### src/rtl/gbmon_pkg.sv
// Shared constants for the Game Boy test monitor: serial-port register addresses,
// verdict strings, state encoding and the string-matcher helpers.
package gbmon_pkg;

  localparam logic [15:0] SB_ADDR      = 16'hFF01;
  localparam logic [15:0] SC_ADDR      = 16'hFF02;
  localparam int          SC_START_BIT = 7;

  localparam int PAT_LEN = 6;
  localparam int IDX_W   = 3;
  localparam logic [8*PAT_LEN-1:0] PASS_PAT = "Passed";
  localparam logic [8*PAT_LEN-1:0] FAIL_PAT = "Failed";

  typedef enum logic [1:0] {
    RUN          = 2'd0,
    DONE_PASS    = 2'd1,
    DONE_FAIL    = 2'd2,
    DONE_TIMEOUT = 2'd3
  } gbmon_state_e;

  // Character idx of a pattern; the string literal stores its first char in the top byte.
  function automatic logic [7:0] pat_byte(input logic [8*PAT_LEN-1:0] pat,
                                          input logic [IDX_W-1:0]     idx);
    logic [7:0] b;
    b = 8'h00;
    for (int i = 0; i < PAT_LEN; i++) begin
      if (idx == IDX_W'(i)) b = pat[8*(PAT_LEN-1-i) +: 8];
    end
    return b;
  endfunction

  // A mismatching char may itself start a new attempt.
  function automatic logic [IDX_W-1:0] idx_next(input logic [8*PAT_LEN-1:0] pat,
                                                input logic [IDX_W-1:0]     idx,
                                                input logic [7:0]           c);
    logic [IDX_W-1:0] n;
    if (c == pat_byte(pat, idx)) begin
      n = (idx == IDX_W'(PAT_LEN-1)) ? '0 : idx + 1'b1;
    end else begin
      n = (c == pat_byte(pat, '0)) ? IDX_W'(1) : '0;
    end
    return n;
  endfunction

endpackage

### src/rtl/gbmon_fifo.sv
// Synchronous FIFO for captured serial characters; one cycle push-to-visible, no bypass.
// Push is refused when full unless a pop happens in the same cycle; pop on empty is ignored.
module gbmon_fifo #(
  parameter int DEPTH = 16,
  parameter int WIDTH = 8
) (
  input  logic             clk,
  input  logic             resetn,
  input  logic             push,
  input  logic [WIDTH-1:0] push_dat,
  output logic             push_ok,
  input  logic             pop,
  output logic [WIDTH-1:0] pop_dat,
  output logic             full,
  output logic             empty
);

  localparam int AW = $clog2(DEPTH);

  logic [WIDTH-1:0] mem [DEPTH];
  logic [AW:0]      wr_ptr;
  logic [AW:0]      rd_ptr;
  logic             do_pop;

  assign empty   = (wr_ptr == rd_ptr);
  assign full    = (wr_ptr[AW] != rd_ptr[AW]) && (wr_ptr[AW-1:0] == rd_ptr[AW-1:0]);
  assign do_pop  = pop && !empty;
  assign push_ok = push && (!full || do_pop);
  // Head is forced to zero while empty so the output is defined straight out of reset.
  assign pop_dat = empty ? '0 : mem[rd_ptr[AW-1:0]];

  always_ff @(posedge clk or negedge resetn) begin
    if (!resetn) begin
      wr_ptr <= '0;
      rd_ptr <= '0;
    end else begin
      if (push_ok) wr_ptr <= wr_ptr + (AW+1)'(1);
      if (do_pop)  rd_ptr <= rd_ptr + (AW+1)'(1);
    end
  end

  always_ff @(posedge clk) begin
    if (push_ok) mem[wr_ptr[AW-1:0]] <= push_dat;
  end

endmodule

### src/rtl/gb_test_monitor.sv
// CPU bus snooper: captures SB/SC serial output, matches "Passed"/"Failed", runs a watchdog.
// Verdict flags appear one cycle after the completing edge; char FIFO drops (and flags) when full.
// GBMON_TRACE_EN adds simulation-only character and verdict printing.
module gb_test_monitor
  import gbmon_pkg::*;
#(
  parameter int          FIFO_DEPTH = 16,
  parameter int          CYC_W      = 32,
  parameter int unsigned MAX_CYCLES = 10000000
) (
  input  logic             clk,
  input  logic             resetn,
  input  logic [15:0]      cpu_addr,
  input  logic [7:0]       cpu_dout,
  input  logic             cpu_write,
  output logic [7:0]       ch_data,
  output logic             ch_valid,
  input  logic             ch_ready,
  output logic             overflow,
  output logic [CYC_W-1:0] cycles,
  output logic             done,
  output logic             pass,
  output logic             fail,
  output logic             timeout
);

  localparam logic [CYC_W-1:0] WD_LAST = CYC_W'((MAX_CYCLES == 0) ? 0 : MAX_CYCLES - 1);

  gbmon_state_e     state, state_nxt;
  logic [7:0]       sb_shadow;
  logic [IDX_W-1:0] pass_idx, fail_idx;
  logic             sb_wr, sc_start, push_ok, fifo_full, fifo_empty;
  logic             in_run, pass_done, fail_done, wd_expire;

  assign sb_wr    = cpu_write && (cpu_addr == SB_ADDR);
  assign sc_start = cpu_write && (cpu_addr == SC_ADDR) && cpu_dout[SC_START_BIT];
  assign in_run   = (state == RUN);

  always_ff @(posedge clk or negedge resetn) begin
    if (!resetn)    sb_shadow <= 8'h00;
    else if (sb_wr) sb_shadow <= cpu_dout;
  end

  gbmon_fifo #(.DEPTH(FIFO_DEPTH), .WIDTH(8)) u_fifo (
    .clk      (clk),
    .resetn   (resetn),
    .push     (sc_start),
    .push_dat (sb_shadow),
    .push_ok  (push_ok),
    .pop      (ch_ready),
    .pop_dat  (ch_data),
    .full     (fifo_full),
    .empty    (fifo_empty)
  );

  assign ch_valid = !fifo_empty;

  always_ff @(posedge clk or negedge resetn) begin
    if (!resetn)                   overflow <= 1'b0;
    else if (sc_start && !push_ok) overflow <= 1'b1;
  end

  // Matchers see every started char, including ones the FIFO had to drop.
  assign pass_done = sc_start && (pass_idx == IDX_W'(PAT_LEN-1)) &&
                     (sb_shadow == pat_byte(PASS_PAT, pass_idx));
  assign fail_done = sc_start && (fail_idx == IDX_W'(PAT_LEN-1)) &&
                     (sb_shadow == pat_byte(FAIL_PAT, fail_idx));

  always_ff @(posedge clk or negedge resetn) begin
    if (!resetn) begin
      pass_idx <= '0;
      fail_idx <= '0;
    end else if (sc_start && in_run) begin
      pass_idx <= idx_next(PASS_PAT, pass_idx, sb_shadow);
      fail_idx <= idx_next(FAIL_PAT, fail_idx, sb_shadow);
    end
  end

  always_ff @(posedge clk or negedge resetn) begin
    if (!resetn)                          cycles <= '0;
    else if (in_run && (cycles != '1))    cycles <= cycles + CYC_W'(1);
  end

  assign wd_expire = (MAX_CYCLES != 0) && (cycles == WD_LAST);

  always_ff @(posedge clk or negedge resetn) begin
    if (!resetn) state <= RUN;
    else         state <= state_nxt;
  end

  always_comb begin
    state_nxt = state;
    if (state == RUN) begin
      if (pass_done)      state_nxt = DONE_PASS;
      else if (fail_done) state_nxt = DONE_FAIL;
      else if (wd_expire) state_nxt = DONE_TIMEOUT;
    end
  end

  assign done    = (state != RUN);
  assign pass    = (state == DONE_PASS);
  assign fail    = (state == DONE_FAIL);
  assign timeout = (state == DONE_TIMEOUT);

`ifdef GBMON_TRACE_EN
  always @(posedge clk) begin
    if (resetn && push_ok) $write("%c", sb_shadow);
    if (resetn && (state == RUN) && (state_nxt != RUN))
      $display("\ngb_test_monitor: %s after %0d cycles", state_nxt.name(), cycles + CYC_W'(1));
  end
`endif

endmodule

### config.mk
export PLATFORM = sky130hd
export DESIGN_NAME = gb_test_monitor
export DESIGN_NICKNAME = d
export VERILOG_FILES = /design/src/rtl/gbmon_pkg.sv /design/src/rtl/gbmon_fifo.sv /design/src/rtl/gb_test_monitor.sv
export SDC_FILE = /design/constraint.sdc
export NUM_CORES = 1
export LEC_CHECK = 0
export BUFFER_PORTS_ARGS = -buffer_cell sky130_fd_sc_hd__buf_4
export CAP_MARGIN = 20
export CORE_MARGIN = 10
export CORE_UTILIZATION = 55
export CTS_CLUSTER_SIZE = 20
export DETAILED_ROUTE_END_ITERATION = 12
export GPL_TIMING_DRIVEN = 0
export PLACE_DENSITY = 0.75
export REMOVE_ABC_BUFFERS = 1
export SYNTH_ARGS = -nofsm -noshare
export SYNTH_HDL_FRONTEND = slang
export SYNTH_SLANG_ARGS = --single-unit
### constraint.sdc
create_clock -name clk -period 4.9 [get_ports clk]
set_input_delay 0.735 -clock clk [delete_from_list [all_inputs] [get_ports clk]]
set_output_delay 0.735 -clock clk [all_outputs]
set_load 0.05 [all_outputs]
# Word level (Yosys, flattened, before mapping)
# Memory sizes are Yosys's and may differ from the RTL's.
# Index checks and enable logic that the tools add are counted.
totals:
  reg_bits: 59
  mem_bits_rw: 128
  input_bits: 28
  output_inout_bits: 46
  elab_cells: 93
  mem_count: 1
op_classes:
  addsub: 5
  n_eq_ne: 26
  mux: 30
  reduce_logical: 23
memory_table:
  columns: ["memory", "depth", "word_bits", "rd", "rd_clocked_by_memory_dff", "write_ports", "line", "text"]
  rows:
  - ["u_fifo.mem", 16, 8, 1, 0, 1, "gbmon_fifo.sv:20", "logic [WIDTH-1:0] mem [DEPTH];"]
ops:
  columns: ["cell", "n"]
  rows:
  - ["$mux W8", 17]
  - ["$eq A8 B8 Y1", 6]
  - ["$add A32 B1 Y32 const B", 1]
  - ["$eq A16 B16 Y1 const B", 2]
  - ["$eq A32 B24 Y1 const B", 1]
  - ["$ne A32 B32 Y1 const B", 1]
  - ["$mux W7", 2]
  - ["$logic_and A1 B1 Y1", 13]
  - ["$eq A3 B2 Y1 const B", 4]
  - ["$eq A3 B3 Y1 const B", 4]
  - ["$mux W3", 4]
  - ["$add A5 B1 Y5 const B", 2]
  - ["$add A3 B1 Y3 const B", 2]
  - ["$eq A3 B1 Y1 const B", 2]
  - ["$logic_not A3 Y1", 2]
  - ["$mux W2", 3]
  - ["$eq A5 B5 Y1", 1]
  - ["$eq A2 B2 Y1 const B", 2]
  - ["$eq A4 B4 Y1", 1]
  - ["$mux W1", 4]
  - ["$logic_not A1 Y1", 3]
  - ["$reduce_bool A3 Y1", 1]
  - ["$eq A2 B1 Y1 const B", 1]
  - ["$logic_not A2 Y1", 1]
  - ["4 further kinds", 4]

# Longest topological paths before layout
logic_depth:
  ltp_word: 14
  depth_mapped: 9
  depth_no_buf: 8

# Modules after synthesis
# Synthesis repeated with hierarchy kept, for this count alone.
hier_totals:
  cells_unflattened: 559
  area_unflattened_um2: 8348.0
by_module_without_submodules:
  columns: ["mod", "n_inst", "cells_per_inst", "area_per_inst_um2"]
  rows:
  - ["gbmon_fifo", 1, 273, 5557.8]
  - ["gb_test_monitor", 1, 286, 2790.2]

# Worst setup path before layout
# OpenSTA, ideal clock, no wires.
synth_path:
  path_kind: "input port to flip-flop"
  from: "in cpu_addr[4]"
  to: "mem u_fifo.mem[3][0] (enable)"
  setup_ns: 0.383
  t_arrival_ns: 2.728
  slack_ns: 1.789
  path_stages: 6
  n_path_buf: 0
  cell_sequence: "or4b_4 > nor4_4 > nand2_1 > nor2_4 > nand2_1 > nor3_1"
synth_via:
  elab_chain_len: 6
synth_lines:
  columns: ["element", "line", "text"]
  rows:
  - ["start: declaration", "gb_test_monitor.sv:13", "input logic [15:0] cpu_addr,"]
  - ["$eq A16 B16 Y1", "gb_test_monitor.sv:36", "assign sc_start = cpu_write && (cpu_addr == SC_ADDR) && cpu_dout[SC_START_BIT];"]
  - ["$logic_and A1 B1 Y1 (2 in a row)", "gb_test_monitor.sv:36", null]
  - ["$logic_and A1 B1 Y1", "gbmon_fifo.sv:28", "assign push_ok = push && (!full || do_pop);"]
  - ["$mux W1", "gbmon_fifo.sv:43", "if (push_ok) mem[wr_ptr[AW-1:0]] <= push_dat;"]
  - ["$mux W1 (implied by the code)", "gbmon_fifo.sv:43", null]
  - ["end: declaration", "gbmon_fifo.sv:20", null]
# Every way passes these cells.

# Final worst setup path
layout_path:
  from: "reg u_fifo.rd_ptr[1]"
  to: "out ch_data[6]"
layout_via:
  elab_chain_len: 2
  elab_cells_between_ends: 3
  cone_classes: "1 x eq/ne; 1 x mux; 1 x memory"
layout_lines:
  columns: ["element", "line", "text"]
  rows:
  - ["start: declaration", "gbmon_fifo.sv:22", "logic [AW:0] rd_ptr;"]
  - ["start signal: assignment", "gbmon_fifo.sv:38", "if (do_pop) rd_ptr <= rd_ptr + (AW+1)'(1);"]
  - ["$mem_v2 Z16 W8 or $eq A5 B5 Y1 (tied branches)", null, null]
  - ["$mux W8 (*)", "gbmon_fifo.sv:30", "assign pop_dat = empty ? '0 : mem[rd_ptr[AW-1:0]];"]
  - ["end: declaration", "gb_test_monitor.sv:16", "output logic [7:0] ch_data,"]
# Mark *: on every way between the ends. The rest lies on a longest branch, timed or not.

==> impl_metrics.xml <==
<?xml version="1.0" encoding="UTF-8"?>
<metrics>
  <group name="synthesis">
    <metric name="synthDistinctLibCells" unit="">53</metric>
    <metric name="synth_fa_ha_area_share" unit="%">1.22</metric>
    <metric name="synthesis.yosys.warnings" unit="">0</metric>
    <metric name="synth_cells" unit="">535</metric>
    <metric name="number_of_flops_mapped_to_enable_cells_by_yosys" unit="">128</metric>
    <metric name="synth_area_leaders" unit="">sky130_fd_sc_hd__edfxtp_1 47%, sky130_fd_sc_hd__dfrtp_1 18%, sky130_fd_sc_hd__mux4_2 11%, sky130_fd_sc_hd__xnor2_1 4.5%, sky130_fd_sc_hd__nand4_1 1.6%</metric>
    <metric name="synth.cell_area" unit="um2">8220</metric>
    <metric name="postSynthRegisterBits" unit="">187</metric>
    <metric name="synth-compound-area-share" unit="%">2.30</metric>
    <metric name="seq_area_frac_synth" unit="%">64.7</metric>
    <metric name="yosys.area.top_type_share" unit="%">46.8</metric>
    <metric name="cell_taking_the_most_area_after_synthesis" unit="">sky130_fd_sc_hd__edfxtp_1</metric>
    <metric name="synth.mux.area_fraction" unit="%">12.3</metric>
    <metric name="largest_family_of_logic_cells_by_synthesized_area" unit="">simple AND/OR/NAND/NOR gates</metric>
    <metric name="synth_simple_gate_area_share" unit="%">12.7</metric>
    <metric name="postSynth.asyncResetShare" unit="%">31.6</metric>
    <metric name="xor_xnor_share_of_the_synthesized_area" unit="%">5.22</metric>
    <metric name="synth_top_flop_cell" unit="">sky130_fd_sc_hd__edfxtp_1</metric>
    <metric name="syn_area_per_cell" unit="um2">15.4</metric>
  </group>
  <group name="worst_setup_path">
    <metric name="setup.worst_path.start_class" unit="">flop</metric>
    <metric name="timing.critical_path.depth" unit="">5</metric>
    <metric name="critPathMaxStageDelay" unit="ns">0.95</metric>
    <metric name="setup.worst_path.class" unit="">reg -&gt; out</metric>
    <metric name="slowest_stage" unit="">sky130_fd_sc_hd__dfrtp_2</metric>
    <metric name="worst_ep_required_time" unit="ns">4.16</metric>
    <metric name="r2r_end" unit="">u_fifo.mem[0][1]$_DFFE_PP_</metric>
    <metric name="cp-end-kind" unit="">primary output</metric>
    <metric name="crit-reg2reg-launch" unit="">u_fifo.rd_ptr[1]$_DFFE_PN0P_</metric>
    <metric name="rr_worst_depth" unit="">7</metric>
    <metric name="critical_path.n_buffers_inverters" unit="">1</metric>
    <metric name="signal_arrival_time_at_the_worst_endpoint" unit="ns">2.83</metric>
    <metric name="setup.reg_to_reg.worst_slack" unit="ns">1.93</metric>
    <metric name="crit_family" unit="">simple AND/OR/NAND/NOR gates</metric>
    <metric name="worstSetupStartpoint" unit="">u_fifo.rd_ptr[1]$_DFFE_PN0P_</metric>
    <metric name="critical_path.cell_chain" unit="">xnor2_1 &gt; nand4_1 &gt; nor2b_1 &gt; nor2b_1 &gt; buf_4</metric>
    <metric name="timing.critical_path.mode_cell" unit="">sky130_fd_sc_hd__nor2b_1</metric>
    <metric name="critical_path.endpoint" unit="">ch_data[6]</metric>
    <metric name="cp_max_fo" unit="">36</metric>
  </group>
  <group name="pwr">
    <metric name="total_power_draw" unit="uW">3340</metric>
    <metric name="leakage" unit="uW">0.00386</metric>
    <metric name="max-vdd-ir-drop" unit="mV">0.258</metric>
    <metric name="power_per_cell_area" unit="nW/um2">353</metric>
  </group>
  <group name="finish">
    <metric name="final_cell_mix" unit="">128 x sky130_fd_sc_hd__edfxtp_1, 77 x sky130_fd_sc_hd__buf_4, 57 x sky130_fd_sc_hd__dfrtp_1</metric>
    <metric name="layout.cells.most_common" unit="">sky130_fd_sc_hd__edfxtp_1</metric>
    <metric name="antenna-diode-count" unit="">0</metric>
    <metric name="area_growth" unit="%">15.1</metric>
    <metric name="stdcell_count" unit="">806</metric>
    <metric name="num-nets-final" unit="">646</metric>
    <metric name="post_route_cells_drive_above_1_share" unit="%">25.7</metric>
  </group>
  <group name="clock_tree">
    <metric name="later_pin_clock_latency_in_the_skew_report" unit="ns">0.42</metric>
    <metric name="cts_setup_buffers" unit="">0</metric>
    <metric name="clock_sinks" unit="">187</metric>
    <metric name="ctsRootBufferMaster" unit="">sky130_fd_sc_hd__clkbuf_16</metric>
    <metric name="cts_htree_levels" unit="">4</metric>
    <metric name="clock_tree_from_tritoncts" unit="">yes</metric>
    <metric name="number_of_hold_buffers_added_after_cts" unit="">0</metric>
    <metric name="clk_pin_slew_worst_paths" unit="ns">0.06</metric>
    <metric name="tritoncts.num_buffers" unit="">17</metric>
    <metric name="ctsLongestPathBuffers" unit="">2</metric>
    <metric name="cts.repair.resized" unit="">0</metric>
  </group>
  <group name="global_route">
    <metric name="grtUsageMet2" unit="%">27.9</metric>
    <metric name="groute.layer.met3.usage" unit="%">4.54</metric>
    <metric name="grt_met1_use" unit="%">22.8</metric>
    <metric name="vias_in_the_first_global_route" unit="">4969</metric>
    <metric name="grt_antenna_before_repair" unit="">0</metric>
    <metric name="grt_pass1_wl" unit="mm">27.3</metric>
    <metric name="gr-total-overflow" unit="">0</metric>
    <metric name="gr-max-usage-layer" unit="">met2</metric>
    <metric name="grt_use_total" unit="%">17.6</metric>
    <metric name="grt_start_max_net_pins" unit="">60</metric>
  </group>
  <group name="timing">
    <metric name="timing_hold_violations_final" unit="">0</metric>
    <metric name="finalWorstSetupSlack" unit="ns">1.33</metric>
    <metric name="fin_crit_sh" unit="%">72.8</metric>
    <metric name="timing.slew.headroom" unit="%">30.3</metric>
    <metric name="setup-tns-final" unit="ns">0</metric>
    <metric name="timing_worst_slew_pin_value" unit="ns">1.04</metric>
    <metric name="final_report_max_slew_violation_count" unit="">0</metric>
    <metric name="fin_crit" unit="ns">3.57</metric>
    <metric name="grt_setup_unrepaired" unit="">no</metric>
    <metric name="achievable-frequency" unit="MHz">280</metric>
    <metric name="skew" unit="ns">0.00708</metric>
    <metric name="setup_viol" unit="">0</metric>
  </group>
  <group name="routing">
    <metric name="post_drt_antenna_nets" unit="">0</metric>
    <metric name="first_iter_violations" unit="">329</metric>
    <metric name="detail_route.wirelength" unit="mm">17.2</metric>
    <metric name="drc" unit="">0</metric>
    <metric name="vias" unit="">4869</metric>
    <metric name="detail_route.wl_per_cell" unit="um">21.4</metric>
    <metric name="detailedRoute.firstPassIterationCount" unit="">5</metric>
    <metric name="via_density_per_instance" unit="">6.04</metric>
  </group>
  <group name="floorplanning">
    <metric name="ioPinCount" unit="">74</metric>
    <metric name="die_h" unit="um">142</metric>
    <metric name="rows" unit="">44</metric>
    <metric name="core-area" unit="um2">14600</metric>
    <metric name="fp.dieW" unit="um">142</metric>
    <metric name="initial_utilization" unit="%">56.3</metric>
    <metric name="design.die.area" unit="um2">20200</metric>
  </group>
  <group name="status">
    <metric name="outcome" unit="">finished clean</metric>
  </group>
  <group name="flow_run">
    <metric name="timing.max_cap.violations" unit="">0</metric>
  </group>
  <group name="placement">
    <metric name="dp_worst_setup_slack" unit="ns">1.20</metric>
    <metric name="place_congestion" unit="">0.842</metric>
    <metric name="dpl.hpwl" unit="mm">11.6</metric>
    <metric name="placed_cells" unit="">775</metric>
    <metric name="input_output_buffers" unit="">73</metric>
  </group>
  <group name="hold_path">
    <metric name="worst_hold_path_type" unit="">in -&gt; async</metric>
  </group>
</metrics>
[how the worst min path moves through the flow]
stage	from	to	slack [ns]	cells past startpoint
after floorplan	resetn	cycles[0]$_DFFE_PN0P_	0.44	0
final	resetn	cycles[4]$_DFFE_PN0P_	0.37	1
after detailed placement	u_fifo.wr_ptr[4]$_DFFE_PN0P_	u_fifo.wr_ptr[4]$_DFFE_PN0P_	0.48	1
after global placement	u_fifo.wr_ptr[4]$_DFFE_PN0P_	u_fifo.wr_ptr[4]$_DFFE_PN0P_	0.48	1
after global routing	resetn	cycles[2]$_DFFE_PN0P_	0.42	1
after CTS	resetn	cycles[2]$_DFFE_PN0P_	0.39	1
[report_power, final]
group	internal, uW	switching [uW]
registers	1690	157
logic	200	117
clock network	632	540
[kinds of logic (layout without fill, tap and decap cells)]
group | after synthesis | count (layout)
flops | 187 | 187
simple gates | 181 | 181
mux | 50 | 50
xor+xnor | 49 | 49
buf+inv | 32 | 119
compound gates | 28 | 28
fa+ha+maj | 8 | 8
[Yosys cell counts (2+ instances only)]
cell                         n
sky130_fd_sc_hd__a21o_1      2
sky130_fd_sc_hd__nor4_1      9
sky130_fd_sc_hd__xnor2_1    42
sky130_fd_sc_hd__or3b_2      2
sky130_fd_sc_hd__and4_1      5
sky130_fd_sc_hd__nand2_1    32
sky130_fd_sc_hd__or4b_1      2
sky130_fd_sc_hd__nand3b_1    4
sky130_fd_sc_hd__edfxtp_1  128
sky130_fd_sc_hd__ha_1        8
sky130_fd_sc_hd__and3_1      6
sky130_fd_sc_hd__nor3_1     11
sky130_fd_sc_hd__nor2b_1    14
sky130_fd_sc_hd__nand2b_1    5
sky130_fd_sc_hd__dfrtp_1    59
sky130_fd_sc_hd__a211o_1     2
sky130_fd_sc_hd__and3b_1     3
sky130_fd_sc_hd__xor2_1      7
sky130_fd_sc_hd__nor2_1     26
sky130_fd_sc_hd__o21ai_0     5
sky130_fd_sc_hd__clkbuf_1   18
sky130_fd_sc_hd__a21oi_1     5
sky130_fd_sc_hd__nand3_1    15
sky130_fd_sc_hd__or4bb_1     2
sky130_fd_sc_hd__o41ai_1     2
sky130_fd_sc_hd__buf_2       3
sky130_fd_sc_hd__mux2_2     10
sky130_fd_sc_hd__nand4b_1    2
sky130_fd_sc_hd__nor3b_1     2
sky130_fd_sc_hd__o22ai_1     2
sky130_fd_sc_hd__inv_1      10
sky130_fd_sc_hd__nor4b_1     2
sky130_fd_sc_hd__or3_1       7
sky130_fd_sc_hd__nand4_1    21
sky130_fd_sc_hd__mux4_2     40
sky130_fd_sc_hd__and2_1      5
[area by class of cell]
class | count | area (um2)
Sequential cell | 187 | 5320
Inverter | 10 | 37.5
Tap cell | 184 | 230
Clock inverter | 11 | 56.3
Fill cell | 1009 | 5130
Clock buffer | 20 | 437
Multi-Input combinational cell | 316 | 2780
Timing Repair Buffer | 78 | 598
[metrics by stage]
step,utilization (%),area (um2),hold WS (ns)
after global routing,64.8,9460,0.425
after detailed placement,61.4,8960,0.478
after global placement,61.1,8910,0.478
after CTS,64.8,9460,0.393
final,64.8,9460,0.367
after floorplan,-,8130,0.439
[metal layers]
metal | routed length, um | vias to the layer above
li1 | - | 2207
met1 | 7230 | 2475
met2 | 8600 | 169
met3 | 1110 | 18
met4 | 285 | 0
met5 | 0 | -
[flip-flops by register name, summed over array words and instances (netlist names)]
| signal | count |
|---|---|
| cycles | 32 |
| fail_idx | 3 |
| overflow | 1 |
| pass_idx | 3 |
| sb_shadow | 8 |
| state | 2 |
| u_fifo.mem | 128 |
| u_fifo.rd_ptr | 5 |
| u_fifo.wr_ptr | 5 |
[worst register-to-register path: stages (launching register included)]
cell	delay, ns
sky130_fd_sc_hd__dfrtp_2	0.95
sky130_fd_sc_hd__xnor2_1	0.16
sky130_fd_sc_hd__nand4_1	0.13
sky130_fd_sc_hd__nor3_1	0.12
sky130_fd_sc_hd__nor2_4	0.21
sky130_fd_sc_hd__nand2_1	0.17
sky130_fd_sc_hd__nor3_1	0.67
sky130_fd_sc_hd__buf_4	0.29
Note: power is estimated with default switching activity, not from simulation.
